**config.mk**
```make
export PLATFORM = sky130hd
export DESIGN_NAME = stream_fifo
export DESIGN_NICKNAME = d
export VERILOG_FILES = /design/src/rtl/stream_fifo_pkg.sv /design/src/rtl/stream_fifo_ram.sv /design/src/rtl/stream_fifo.sv
export SDC_FILE = /design/constraint.sdc
export NUM_CORES = 1
export LEC_CHECK = 0
export ABC_CLOCK_PERIOD_IN_PS = 3200
export BUFFER_PORTS_ARGS = -buffer_cell sky130_fd_sc_hd__buf_2
export CELL_PAD_IN_SITES_DETAIL_PLACEMENT = 0
export CELL_PAD_IN_SITES_GLOBAL_PLACEMENT = 1
export CORE_MARGIN = 2
export CORE_UTILIZATION = 49
export CTS_BUF_LIST = sky130_fd_sc_hd__clkbuf_16
export CTS_CLUSTER_SIZE = 20
export DETAILED_ROUTE_END_ITERATION = 16
export GPL_TIMING_DRIVEN = 0
export PLACE_DENSITY_LB_ADDON = 0.1
export SKIP_CTS_REPAIR_TIMING = 1
export SLEW_MARGIN = 10
export SYNTH_ARGS = -nofsm -noshare
export SYNTH_HDL_FRONTEND = slang
export SYNTH_SLANG_ARGS = --single-unit
```
**constraint.sdc**
```tcl
create_clock -name clk_i -period 3.2 [get_ports clk_i]
set_clock_uncertainty 0.1 [all_clocks]
set_input_delay 0.64 -clock clk_i [delete_from_list [all_inputs] [get_ports clk_i]]
set_output_delay 0.64 -clock clk_i [all_outputs]
set_load 0.1 [all_outputs]
```
**src/rtl/stream_fifo_pkg.sv**
```systemverilog
// rtl/stream_fifo_pkg.sv - shared helpers for the stream FIFO slice
package stream_fifo_pkg;

  // Next value of a sticky flag: a new set wins over a same-cycle clear.
  function automatic logic sticky_next(logic cur, logic set, logic clr);
    return set | (cur & ~clr);
  endfunction

endpackage

```
**src/rtl/stream_fifo_ram.sv**
```systemverilog
// rtl/stream_fifo_ram.sv - one write port, one asynchronous read port storage
module stream_fifo_ram #(
  parameter int C_WIDTH   = 32,
  parameter int C_DEPTH_X = 2,
  parameter int C_DEPTH   = 2 ** C_DEPTH_X
) (
  input  logic                 clk_i,
  input  logic                 we_i,
  input  logic [C_DEPTH_X-1:0] waddr_i,
  input  logic [C_WIDTH-1:0]   din_i,
  input  logic [C_DEPTH_X-1:0] raddr_i,
  output logic [C_WIDTH-1:0]   dout_o
);

  logic [C_WIDTH-1:0] mem [C_DEPTH];

  // Storage only changes on an accepted write; no reset on the array.
  always_ff @(posedge clk_i) begin
    if (we_i) begin
      mem[waddr_i] <= din_i;
    end
  end

  assign dout_o = mem[raddr_i];

endmodule

```
**src/rtl/stream_fifo.sv**
```systemverilog
// rtl/stream_fifo.sv - first-word-fall-through stream FIFO with level and sticky error flags
module stream_fifo
  import stream_fifo_pkg::*;
#(
  parameter int C_FIFO_WIDTH   = 32,
  parameter int C_FIFO_DEPTH_X = 2,
  parameter int C_FIFO_DEPTH   = 2 ** C_FIFO_DEPTH_X,
  parameter int C_AFULL_LVL    = C_FIFO_DEPTH - 1,
  parameter int C_AEMPTY_LVL   = 1
) (
  input  logic                      clk_i,
  input  logic                      resetb_i,
  input  logic                      clk_en_i,
  input  logic                      flush_i,
  input  logic                      clr_err_i,
  input  logic                      wr_valid_i,
  output logic                      wr_ready_o,
  input  logic [C_FIFO_WIDTH-1:0]   din_i,
  output logic                      rd_valid_o,
  input  logic                      rd_ready_i,
  output logic [C_FIFO_WIDTH-1:0]   dout_o,
  output logic [C_FIFO_DEPTH_X:0]   level_o,
  output logic                      afull_o,
  output logic                      aempty_o,
  output logic                      ovf_o,
  output logic                      unf_o
);

  localparam int                  LP_PTR_W  = C_FIFO_DEPTH_X + 1;
  localparam logic [LP_PTR_W-1:0] LP_ONE    = LP_PTR_W'(1);
  localparam logic [LP_PTR_W-1:0] LP_AFULL  = LP_PTR_W'(C_AFULL_LVL);
  localparam logic [LP_PTR_W-1:0] LP_AEMPTY = LP_PTR_W'(C_AEMPTY_LVL);

  // The extra MSB on each pointer tells full apart from empty.
  logic [LP_PTR_W-1:0] wr_ptr;
  logic [LP_PTR_W-1:0] rd_ptr;
  logic                full;
  logic                empty;
  logic                wr_en;
  logic                rd_en;

  assign empty = (wr_ptr == rd_ptr);
  assign full  = (wr_ptr[C_FIFO_DEPTH_X] != rd_ptr[C_FIFO_DEPTH_X]) &&
                 (wr_ptr[C_FIFO_DEPTH_X-1:0] == rd_ptr[C_FIFO_DEPTH_X-1:0]);

  assign wr_ready_o = ~full;
  assign rd_valid_o = ~empty;

  // Full refuses writes outright, even when a read frees a slot this cycle.
  assign wr_en = clk_en_i & wr_valid_i & ~full  & ~flush_i;
  assign rd_en = clk_en_i & rd_ready_i & ~empty & ~flush_i;

  assign level_o  = wr_ptr - rd_ptr;
  assign afull_o  = (level_o >= LP_AFULL);
  assign aempty_o = (level_o <= LP_AEMPTY);

  // Pointer and sticky flag state; flush empties the queue but keeps the flags.
  always_ff @(posedge clk_i or negedge resetb_i) begin
    if (!resetb_i) begin
      wr_ptr <= '0;
      rd_ptr <= '0;
      ovf_o  <= 1'b0;
      unf_o  <= 1'b0;
    end else if (clk_en_i) begin
      if (flush_i) begin
        wr_ptr <= '0;
        rd_ptr <= '0;
      end else begin
        if (wr_en) begin
          wr_ptr <= wr_ptr + LP_ONE;
        end
        if (rd_en) begin
          rd_ptr <= rd_ptr + LP_ONE;
        end
      end
      ovf_o <= sticky_next(ovf_o, wr_valid_i & full  & ~flush_i, clr_err_i);
      unf_o <= sticky_next(unf_o, rd_ready_i & empty & ~flush_i, clr_err_i);
    end
  end

  stream_fifo_ram #(
    .C_WIDTH   (C_FIFO_WIDTH),
    .C_DEPTH_X (C_FIFO_DEPTH_X),
    .C_DEPTH   (C_FIFO_DEPTH)
  ) u_ram (
    .clk_i   (clk_i),
    .we_i    (wr_en),
    .waddr_i (wr_ptr[C_FIFO_DEPTH_X-1:0]),
    .din_i   (din_i),
    .raddr_i (rd_ptr[C_FIFO_DEPTH_X-1:0]),
    .dout_o  (dout_o)
  );

endmodule
```
Yosys cells after proc, flatten, opt, wreduce, memory -nomap -nowiden
Memories as Yosys holds them, arrays and structs flattened.
Cells that the tools add are included.
- register bits after elaboration: 8
- latch bits: 0
- memory bits (writable): 128
- memory bits (read-only): 0
- input bits: 39
- output and inout port bits: 41
- word-level logic and storage cells: 42
- memories kept: 1
- add/subtract/negate cells: 3
- $mul: 0
- divide/modulo/power cells: 0
- magnitude comparators: 2
- equal/unequal tests: 3
- shift-type cells: 0
- muxes and demuxes: 6
- bitwise operators: 18
- reductions and logical operators: 5
- memory list (memory ; depth ; width ; rd ports ; clocked after memory_dff ; write ports ; line ; source):
    u_ram.mem ; 4 ; 32 ; 1 ; 0 ; 1 ; stream_fifo_ram.sv:15 ; logic [C_WIDTH-1:0] mem [C_DEPTH];
- operator list (operator ; count):
    $and 1x1->1 ; 12
    $mux 3 ; 4
    $add 3x1->3 const B ; 2
    $not 1->1 ; 4
    $reduce_and 2->1 ; 2
    $reduce_bool 2->1 ; 2
    $eq 3x3->1 ; 1
    $ge 3x2->1 const B ; 1
    $le 3x1->1 const B ; 1
    $sub 3x3->3 ; 1
    $eq 2x2->1 ; 1
    $mux 1 ; 2
    $or 1x1->1 ; 2
    $logic_and 1x1->1 ; 1
    $ne 1x1->1 ; 1

Logic depth before layout (Yosys ltp)
- depth after elaboration: 7
- depth in mapped cells: 9
- mapped depth without buffers: 7

Modules after synthesis
A second synthesis with hierarchy kept.
- cells, all modules: 240
- area total of the unflattened synthesis: 5293.8 sq um
- modules (own cells, without submodules) (module ; times used ; cells each ; area each (sq um) ; seq. area each (sq um)):
    stream_fifo_ram ; 1 ; 171 ; 4689.5 ; 3843.7
    stream_fifo ; 1 ; 69 ; 604.3 ; 200.2

Least setup slack after synthesis
OpenSTA, ideal clock, no wires.
- path type: register to output
- start point: reg rd_ptr[1]
- end point: out aempty_o
- data arrival time: 4.135 ns
- data required time: 2.460 ns
- path slack: -1.675 ns
- stages on the path, launching flop included: 7
- path buffers: 2
- cell sequence: dfrtp_1 buf_2 buf_1 inv_1 fa_1 xnor2_1 nor2_1
- cells in the longest elaborated chain, start to end: 2
- ends and longest elaborated chain (what ; line ; source):
    start, declared ; stream_fifo.sv:36 ; logic [LP_PTR_W-1:0] rd_ptr;
    start signal, assigned ; stream_fifo.sv:73 ; rd_ptr <= rd_ptr + LP_ONE;
    $sub 3x3->3 ; stream_fifo.sv:53 ; assign level_o = wr_ptr - rd_ptr;
    via level_o[2] ; stream_fifo.sv:22 ; output logic [C_FIFO_DEPTH_X:0] level_o,
    $le 3x1->1 ; stream_fifo.sv:55 ; assign aempty_o = (level_o <= LP_AEMPTY);
    end, declared ; stream_fifo.sv:24 ; output logic aempty_o,
The timed path passes the listed nets, and every way through them passes these cells.

Worst setup path in the final report
- start point: reg rd_ptr[1]
- end point: out level_o[2]
- cells in the longest elaborated chain, start to end: 1
- ends and longest elaborated chain (what ; line):
    $sub 3x3->3 ; stream_fifo.sv:53
    end, declared ; stream_fifo.sv:22
No other way between the ends.

==> results.toml <==
[worst_setup_path]
worstPathRequired_ps = 2460
cp_cell_sequence = "buf_2, clkbuf_4, inv_1, fa_2, xnor2_4, clkbuf_4"
crit_type = "reg2out"
critPathMostFrequentCell = "clkbuf_4"
worstRegToRegCells = 9
r2r_slack_ps = 280
worstPathArrival_ps = 2330
r2r_start = "rd_ptr[1]$_DFFE_PN0P_"
crit_path_max_incr_delay_ps = 440
setup.worst_path.end_class = "output port"
slowest_stage = "fa_2"
cp_max_fo = 10
crit_path_start_kind = "flop"
r2r_end = "u_ram.mem[2][28]$_DFFE_PP_"

[synth]
synth_top_area_share_pct = 73.9
ys_types = 31
synth.largest_area_cell = "edfxtp_1"
async_flop_share_pct = 5.88
synth.top_cells.by_area = "edfxtp_1 (74%), mux4_2 (14%), dfrtp_1 (3.8%), ha_1 (1.7%), a32o_1 (0.58%)"
synthesis.nets = 278
synth_seq_cells = 136
synth_edf_count = 128
ys.flop_type = "edfxtp_1"
netlist_instances = 231
synth_area_per_cell_um2 = 22.5
syn_area_um2 = 5200
seq_area_frac_synth_pct = 77.7
yosysWarnings = 0

[sta]
setup_tns_ps = 0
min_period_ps = 3070
slew_violations = 0
rsz0062_at_grt = "no"
hold_violations = 0
worst_slew_pin_slew_ps = 889
slew_headroom_pct = 40.8
finalSetupViolCount = 0
fmax_mhz = 326
finalCritPeriodShare_pct = 95.8

[detailed_routing]
dr.pass1.iters = 4
vias = 2510
drc = 0
drtIter0Drc = 84
ant_nets = 0
drt-total-wl_mm = 8.60
avgViaCountPerCell = 5.25
drt-wirelength-per-cell_um = 18.0

[grt]
antenna_found_initial = 0
grt_use_total_pct = 16.6
grt_remaining_overflow = 0
grt_first_pass_wirelength_mm = 13.8
grt_start_max_net_pins = 33
grt_pass1_vias = 2737

[worst_hold_path]
whs_endpoint = "u_ram.mem[0][7]$_DFFE_PP_"
hp-start = "din_i[7]"
min_path_type = "in2reg"
hold_depth = 1

[final_layout]
fin_nets = 376
fill_cells = 773
final_cells = 478
antenna_cells = 0
drive_gt1_share_pct = 46.5
final_common_cell = "edfxtp_1"
syn2layout_area_growth_pct = 22.9
layout_common_cells = "edfxtp_1 (128), buf_2 (76), mux4_2 (32)"

[floorplanning]
dieArea_um2 = 11500
die_h_um = 107
ios = 80
fp-row-count = 37
die-width_um = 107
core-area_um2 = 10300
initial_core_util_pct = 50.4

[outcome]
status = "completed"

[place]
placedCellCount = 445
hpwl_mm = 5.28
gp_congestion = 0.756
io_buffers = 78

[clock_network]
cts.sinks = 136
clock_latency_ps = 400
clockBufferDepth = 2
htreeDepth = 4
clk_pin_slew_ps = 60
root_buffer = "clkbuf_16"
cts_buffers = 17
cts_tree = "yes"

[power_and_ir_drop]
power_density_nw_per_um2 = 799
p_leak_nw = 2.25
peakVddDrop_mv = 0.367

[job]
maxCapViolCount = 0
## where the power goes
group / internal [mW] / switching (mW)
combinational: 0.284 / 0.995
sequential: 1.98 / 0.0134
clock: 1.08 / 0.749
total: 3.35 / 1.76
## Yosys cell counts (2+ instances only)
cell and n:
dfrtp_1 8, buf_2 2, inv_1 6, nand3_1 3
o21ai_0 3, mux4_2 32, nor2_1 3, clkbuf_1 3
a41oi_1 2, xnor2_1 2, and2_2 4, ha_1 7
a32o_1 3, nand2_1 7, edfxtp_1 128, buf_4 3
## stage by stage
stage | total power, mW | setup WS [ps] | hold WS, ps | utilization, % | cell area (um^2)
after floorplan | 3.13 | 70.7 | 244 | - | 5240
after global placement | 3.31 | -190 | 370 | 56.2 | 5800
after detailed placement | 3.31 | -149 | 383 | 56.2 | 5800
after CTS | 5.15 | -422 | -44.4 | 61.7 | 6360
after global routing | 5.28 | 11.6 | 334 | 61.9 | 6390
final | 5.11 | 134 | 348 | 61.9 | 6390
## worst max-delay path by stage
| stage | startpoint | endpoint | slack (ps) | cells after the start |
|---|---|---|---|---|
| 2_1_floorplan | rd_ptr[1]$_DFFE_PN0P_ | afull_o | 70 | 6 |
| 3_3_place_gp | rd_ptr[1]$_DFFE_PN0P_ | u_ram.mem[0][24]$_DFFE_PP_ | -190 | 9 |
| 3_5_place_dp | rd_ptr[1]$_DFFE_PN0P_ | u_ram.mem[0][24]$_DFFE_PP_ | -150 | 9 |
| 4_1_cts | rd_ptr[1]$_DFFE_PN0P_ | afull_o | -420 | 7 |
| 5_1_grt | rd_ptr[1]$_DFFE_PN0P_ | level_o[2] | 10 | 6 |
| 6_report | rd_ptr[1]$_DFFE_PN0P_ | level_o[2] | 130 | 6 |
## routing by layer
metal / track usage [%] / vias to the layer above / routed length (um) / share of wire (%)
li1: - / 1159 / - / -
met2: 27.2 / 70 / 4420 / 51
met4: 5.57 / 0 / 38 / 0.44
met1: 20.8 / 1279 / 3740 / 44
met5: 0 / - / 0 / 0
met3: 5.59 / 2 / 398 / 4.6
## state kept, by name, indices dropped and copies added (netlist names)
name,cells
unf_o,1
wr_ptr,3
ovf_o,1
u_ram.mem,128
rd_ptr,3
## cell type report
type / count / area [um^2] / share of cell area, %
clock inverters: 15 / 141 / 2.21
repair buffers: 79 / 414 / 6.48
flip-flops and latches: 136 / 4040 / 63.3
multi-input cells: 79 / 1120 / 17.5
clock buffers: 17 / 425 / 6.65
inverters: 7 / 26.3 / 0.411
well taps: 136 / 170 / 2.66
plain buffers: 9 / 51.3 / 0.803
## critical path: cells and delay by family, from the launching register on
| kind | cells | cell delay, ps |
|---|---|---|
| buffers and inverters | 4 | 930 |
| adders and majority gates | 1 | 440 |
| DFF | 1 | 340 |
| xor gates and xnor gates | 1 | 210 |
## logic make-up (layout without fill, tap and decap cells)
kind of cell,Yosys count,in the layout,synth area share (%)
and+or+nand+nor,21,21,2.21
DFF,136,136,77.7
adders and majority gates,8,8,2.07
AOI/OAI and AO/OA,15,15,2.19
buffers and inverters,16,127,1.42
muxes,32,32,13.9
xor gates and xnor gates,3,3,0.505
No activity file was read; power rests on OpenSTA's default activity.
